[config.mk]
export PLATFORM = sky130hd
export DESIGN_NAME = reg_bank_param
export DESIGN_NICKNAME = d
export VERILOG_FILES = /design/src/rtl/reg_bank_param.sv
export SDC_FILE = /design/constraint.sdc
export NUM_CORES = 1
export LEC_CHECK = 0
export CAP_MARGIN = 10
export CORE_MARGIN = 2
export CORE_UTILIZATION = 50
export DETAILED_ROUTE_END_ITERATION = 7
export DONT_BUFFER_PORTS = 1
export PLACE_DENSITY = 0.69
export SLEW_MARGIN = 10
export SYNTH_ARGS = -nofsm -noshare
export SYNTH_HDL_FRONTEND = slang
export SYNTH_SLANG_ARGS = --single-unit
export TNS_END_PERCENT = 30
[constraint.sdc]
create_clock -name clock -period 3 [get_ports clock]
set_clock_uncertainty 0.1 [all_clocks]
set_input_delay 0.75 -clock clock [delete_from_list [all_inputs] [get_ports clock]]
set_output_delay 0.75 -clock clock [all_outputs]
set_load 0.02 [all_outputs]
[src/rtl/reg_bank_param.sv]
// Parameterised register bank: two combinational read ports, one write port, r0 hardwired to zero,
// sequenced bank clear. Define REG_BANK_PARAM_BYPASS_EN to forward accepted write data to matching reads.
module reg_bank_param #(
   parameter int DATA_W = 8,
   parameter int ADDR_W = 3
) (
   input  logic              clock,
   input  logic              reset,
   input  logic              reg_write_enable,
   input  logic [ADDR_W-1:0] reg_write_dest,
   input  logic [DATA_W-1:0] reg_write_data,
   input  logic [ADDR_W-1:0] reg_read_addr_1,
   input  logic [ADDR_W-1:0] reg_read_addr_2,
   output logic [DATA_W-1:0] reg_read_data_1,
   output logic [DATA_W-1:0] reg_read_data_2,
   input  logic              clear_req,
   output logic              busy,
   output logic              clear_done,
   output logic              write_dropped
);

   localparam int DEPTH = 1 << ADDR_W;

   localparam logic [1:0] ST_IDLE  = 2'd0;
   localparam logic [1:0] ST_CLEAR = 2'd1;
   localparam logic [1:0] ST_DONE  = 2'd2;

   localparam logic [ADDR_W-1:0] PTR_ONE  = ADDR_W'(1);
   localparam logic [ADDR_W-1:0] PTR_LAST = ADDR_W'(DEPTH - 1);

   logic [1:0]        state_reg;
   logic [1:0]        state_next;
   logic [ADDR_W-1:0] ptr_reg;
   logic [ADDR_W-1:0] ptr_next;
   logic              write_dropped_reg;
   logic              write_dest_nonzero;
   logic              write_accepted;
   logic              write_rejected;

   logic [DATA_W-1:0] regs_q  [DEPTH];
   logic [ADDR_W-1:0] rd_addr [2];
   logic [DATA_W-1:0] rd_data [2];

   assign write_dest_nonzero = (reg_write_dest != '0);
   assign write_accepted     = reg_write_enable && write_dest_nonzero && (state_reg == ST_IDLE);
   assign write_rejected     = reg_write_enable && write_dest_nonzero && (state_reg != ST_IDLE);

   always_comb begin
      state_next = state_reg;
      case (state_reg)
         ST_IDLE:  if (clear_req) state_next = ST_CLEAR;
         ST_CLEAR: if (ptr_reg == PTR_LAST) state_next = ST_DONE;
         ST_DONE:  state_next = ST_IDLE;
         default:  state_next = ST_IDLE;
      endcase
   end

   // ptr sits at 1 outside CLEAR so the first clear cycle always targets r1.
   assign ptr_next = ((state_reg == ST_CLEAR) && (ptr_reg != PTR_LAST)) ? ptr_reg + PTR_ONE : PTR_ONE;

   always_ff @(posedge clock) begin
      if (reset) begin
         state_reg         <= ST_IDLE;
         ptr_reg           <= PTR_ONE;
         write_dropped_reg <= 1'b0;
      end else begin
         state_reg         <= state_next;
         ptr_reg           <= ptr_next;
         write_dropped_reg <= write_rejected;
      end
   end

   generate
      for (genvar gi = 0; gi < DEPTH; gi++) begin : g_reg
         if (gi == 0) begin : g_zero
            assign regs_q[gi] = '0;
         end else begin : g_store
            logic [DATA_W-1:0] value_reg;
            logic              clear_hit;
            logic              write_hit;

            assign clear_hit = (state_reg == ST_CLEAR) && (ptr_reg == ADDR_W'(gi));
            assign write_hit = write_accepted && (reg_write_dest == ADDR_W'(gi));

            always_ff @(posedge clock) begin
               if (reset) begin
                  value_reg <= '0;
               end else if (clear_hit) begin
                  value_reg <= '0;
               end else if (write_hit) begin
                  value_reg <= reg_write_data;
               end
            end

            assign regs_q[gi] = value_reg;
         end
      end
   endgenerate

   assign rd_addr[0] = reg_read_addr_1;
   assign rd_addr[1] = reg_read_addr_2;

   generate
      for (genvar gi = 0; gi < 2; gi++) begin : g_rd
         logic [DATA_W-1:0] data_mux;

         always_comb begin
            data_mux = regs_q[rd_addr[gi]];
`ifdef REG_BANK_PARAM_BYPASS_EN
            // write_accepted already excludes r0 and writes rejected by the clear sequence.
            if (write_accepted && (rd_addr[gi] == reg_write_dest)) begin
               data_mux = reg_write_data;
            end
`endif
         end

         assign rd_data[gi] = data_mux;
      end
   endgenerate

   assign reg_read_data_1 = rd_data[0];
   assign reg_read_data_2 = rd_data[1];
   assign busy            = (state_reg == ST_CLEAR);
   assign clear_done      = (state_reg == ST_DONE);
   assign write_dropped   = write_dropped_reg;

endmodule

==> metrics.txt, run 1 <==
Syn Std Cell Area 3478 µm²; layout cells sized above 1 0.1646; core area 6756 µm²; flops & latches, synth 62; Top Family by Delay on Critical Path simple AND/OR/NAND/NOR gates; Synth cell types 36; initial antenna violation count 0; Cell Chain, Critical Path nor2b_1, a221oi_1, buf_4; critical path class input pin to output pin; Post-synth EDFFs 0; DR iter-0 viols 296; post-route ant nets 0; synth-to-layout area growth 6.295%; Finish-stage setup viols 0; total negative slack 0 ps; Die W 87.41 µm; worst min path class flop to flop; Setup Buffers After CTS 0; Mapped Nets 425; DP HPWL 6537 µm; Final Max Slew Viols 0; Clock Latency Late Sink 350 ps; DR vias/cell 6.863; CTS root buffer clkbuf_8; ys async rst share 0; Tmin final 2674 ps; Post-Route WL 10130 µm; endpoints failing hold 0; syn avg cell area 8.740 µm²; post-route insts no fill 475; Pleak 1.305 nW; Required @ worst endpoint 2150 ps; IO Pins 40; total power 1.784 mW; DR DRC count 0; PwrDens 482.4 nW/µm²; nets 417; Worst setup EP type output pin; number of gates resized after cts 0; clock buffer depth 2; drt first pass iters 5; CTS tree done; Crit-path slowest cell nor2b_1; TritonCTS Sinks 62; f_max 0.3739 GHz; die area 7640 µm²; Vias 3260; first-pass GRT wire length 15720 µm; Startpoint Class input pin; Synth Flop Type dfxtp_1; Yosys warnings 0; Worst path max stage delay 600 ps; crit-path max FO 10; initial core utilization 0.5148; largest net degree at the start of global routing 33; remaining global-route overflow 0; # diodes 0; arrival time worst endpoint 1820 ps; max-cap check violation count 0; Worst-Margin Slew 821.5 ps; # rows 30; CP Buf/Inv Count 1; Worst VDD drop 0.0002531 V; Routed WL per cell 21.33 µm; RSZ-0062 raised after global routing no; outcome finished clean; max reg flops 56; Syn Inst Count 398; Hold Buf Count CTS 0; Port Buffers 0; Slew headroom 0.4508; CTS H-tree depth 3; vias in the first global route 2946; Inst Count DP 459; GR Util All Layers 0.2730; Final Cycle Share 0.8914; Die H 87.41 µm; TritonCTS buffer count 9; routability congestion estimate 0.8938; Seq/Total Area, Yosys 0.3568; fillers 656; Worst-path clk slew 60 ps
power by group:
group	switching, mW	internal [mW]	leakage, nW
clock network	0.333	0.365	0.0954
logic	0.146	0.0867	0.708
registers	0.0143	0.838	0.501
synth_stat cells, types with 4 or more instances:
library cell	count	share of area
o21ai_0	17	0.024
inv_1	4	0.0043
clkbuf_1	7	0.0076
a21oi_1	56	0.081
buf_2	15	0.022
mux2_2	16	0.052
nand3_1	57	0.082
nor2b_1	5	0.0090
dfxtp_1	62	0.36
ha_1	6	0.022
a221oi_1	32	0.081
nor3_1	4	0.0058
clkbuf_2	5	0.0072
o21ai_1	39	0.056
buf_6	6	0.019
mux2i_1	33	0.095
a31o_2	5	0.013
buf_1	4	0.0043
cell families (layout without fill, tap and decap cells):
logic type,after synthesis,count (layout),synth area share
AO/OA/AOI/OAI,151,151,0.2586
AND/OR/NAND/NOR,85,85,0.1442
flip-flops,62,62,0.3568
multiplexers,49,49,0.1468
buffers and inverters,45,42,0.07194
adder cells (fa/ha/maj),6,6,0.02158
final cells by class:
cell class,count,area (µm²),share of cell area
Clock inverter,3,17.52,0.004738
Inverter,5,18.77,0.005076
Sequential cell,62,1241,0.3357
Timing Repair Buffer,21,157.7,0.04264
Tap cell,80,100.1,0.02707
Clock buffer,13,168.9,0.04569
Multi-Input combinational cell,291,1993,0.5391
cells in the final DEF (no fill, tap or decap), types with 3 or more instances in the layout:
master    synthesis  routed
a21oi_1          56      56
mux2_2           16      16
ha_1              6       6
and2_1            3       3
a31o_2            5       5
nand3_1          57      57
mux2i_1          33      33
buf_4             3      21
a221oi_1         32      32
nor2b_1           5       5
inv_1             4       4
clkbuf_8          0      12
o21ai_1          39      39
o21ai_0          17      17
dfxtp_1          62      62
nor3_1            4       4
per-layer routing:
| layer | vias up | share of wire | global-route usage |
|---|---|---|---|
| met2 | 167 | 0.45 | 0.4118 |
| met4 | 0 | 0.029 | 0.1175 |
| met3 | 24 | 0.092 | 0.07583 |
| met5 | - | 0 | 0 |
| li1 | 1502 | - | - |
| met1 | 1567 | 0.43 | 0.3651 |
through the flow:
stage	hold WS, ps	util	cell area [µm²]	setup slack, ps
detailed placement	311.0	0.5196	3511	376.6
CTS	327.8	0.5472	3697	370.0
global placement	303.0	0.5196	3511	359.6
global route	343.6	0.5472	3697	313.1
finish	323.2	0.5472	3697	325.8
floorplan	291.8	-	3478	297.5
path summary, 6_finish.rpt:
check	from	to	slack [ps]	cells past startpoint
worst max-delay path	reg_read_addr_1[1]	reg_read_data_1[4]	330	3
worst min register to register	ptr_reg[0]$_SDFF_PP1_	ptr_reg[0]$_SDFF_PP1_	320	1
worst min-delay path	ptr_reg[0]$_SDFF_PP1_	ptr_reg[0]$_SDFF_PP1_	320	1
worst max register to register	state_reg[0]$_SDFFE_PP0P_	g_reg[3].g_store.value_reg[2]$_SDFFE_PP0P_	1090	4
(Power assumes the default switching activity.)
==> run 2: changes to the inputs <==
Settings changed: CTS_BUF_LIST set to sky130_fd_sc_hd__clkbuf_2 sky130_fd_sc_hd__clkbuf_4 sky130_fd_sc_hd__clkbuf_8.
==> run 2 against run 1 <==
  * Hold slack about the same
  * Critical path depth unchanged
  * Cell count is the same
  * Highest routed layer unchanged
  * Via count barely moved
  * Wire length decreased by 0.36%
  * Critical path type unchanged
==> metrics.txt, run 2 (same netlist as run 1, synthesis figures left out) <==
CP Buf/Inv Count 1; # rows 30; CTS H-tree depth 3; Die W 87.41 µm; Tmin final 2667 ps; GR Util All Layers 0.2730; total power 1.790 mW; endpoints failing hold 0; DR iter-0 viols 296; Post-Route WL 10100 µm; remaining global-route overflow 0; DR vias/cell 6.859; first-pass GRT wire length 15720 µm; TritonCTS Sinks 62; Cell Chain, Critical Path nor2b_1, a221oi_1, buf_4; Slew headroom 0.4575; Routed WL per cell 21.26 µm; Min Hold Slack 322.9 ps; CTS root buffer clkbuf_8; Top Family by Delay on Critical Path simple AND/OR/NAND/NOR gates; post-route insts no fill 475; Required @ worst endpoint 2150 ps; Vias 3258; max reg flops 56; Worst setup EP type output pin; initial core utilization 0.5148; outcome finished clean; Critical Path Source reg_read_addr_1[1]; max-cap check violation count 0; core area 6756 µm²; final worst slack 333.3 ps; DR DRC count 0; commonest non-fill, non-tap cell in the layout dfxtp_1; final core utilization 0.5478; total negative slack 0 ps; Final Max Slew Viols 0; largest net degree at the start of global routing 33; PwrDens 483.8 nW/µm²; nets 417; worst min path class flop to flop; final instance area 3701 µm²; Worst path max stage delay 600 ps; crit-path max FO 10; Inst Count DP 459; RSZ-0062 raised after global routing no; Final Cycle Share 0.8889; arrival time worst endpoint 1820 ps; Crit-path slowest cell nor2b_1; routability congestion estimate 0.8938; CTS tree done; worst r2r src state_reg[0]$_SDFFE_PP0P_; IO Pins 40; layout cells sized above 1 0.1671; Worst VDD drop 0.0002524 V; Pleak 1.309 nW; Setup Buffers After CTS 0; Port Buffers 0; Finish-stage setup viols 0; initial antenna violation count 0; Worst-path clk slew 60 ps; die area 7640 µm²; synth-to-layout area growth 6.403%; post-route ant nets 0; Clock Latency Late Sink 340 ps; DP Area 3511 µm²; DP HPWL 6537 µm; clock buffer depth 2; commonest non-fill, non-tap cells in the layout 62 x dfxtp_1, 57 x nand3_1, 56 x a21oi_1; Worst-Margin Slew 811.4 ps; f_max 0.3750 GHz; HP Start ptr_reg[0]$_SDFF_PP1_; Hold Buf Count CTS 0; Die H 87.41 µm; vias in the first global route 2946; post-placement setup slack 376.6 ps; TritonCTS buffer count 9; number of gates resized after cts 0; critical path class input pin to output pin; # diodes 0; Startpoint Class input pin; drt first pass iters 5
-- run 2: where the power goes --
group	total, mW	internal, mW	leakage, nW	switching [mW]
combinational	0.232	0.0866	0.708	0.146
clock	0.705	0.374	0.0988	0.331
sequential	0.853	0.838	0.501	0.0143
total	1.79	1.30	1.31	0.491
-- run 2: layout make-up --
class / instances / area [µm²]
clock buffers: 13 / 172.7
clock inverters: 3 / 17.52
fillers: 654 / 3055
inverters: 5 / 18.77
multi-input cells: 291 / 1993
flip-flops and latches: 62 / 1241
well taps: 80 / 100.1
repair buffers: 21 / 157.7
-- run 2: worst paths after layout --
kind	endpoint	slack (ps)	cells after the start
max	reg_read_data_1[4]	330	3
min reg2reg	ptr_reg[0]$_SDFF_PP1_	320	1
min	ptr_reg[0]$_SDFF_PP1_	320	1
max reg2reg	g_reg[3].g_store.value_reg[2]$_SDFFE_PP0P_	1090	4
-- run 2: per-layer routing --
| metal | share of wire | track usage |
|---|---|---|
| met5 | 0 | 0 |
| met4 | 0.032 | 0.1175 |
| met3 | 0.092 | 0.07583 |
| met2 | 0.45 | 0.4118 |
| met1 | 0.42 | 0.3651 |
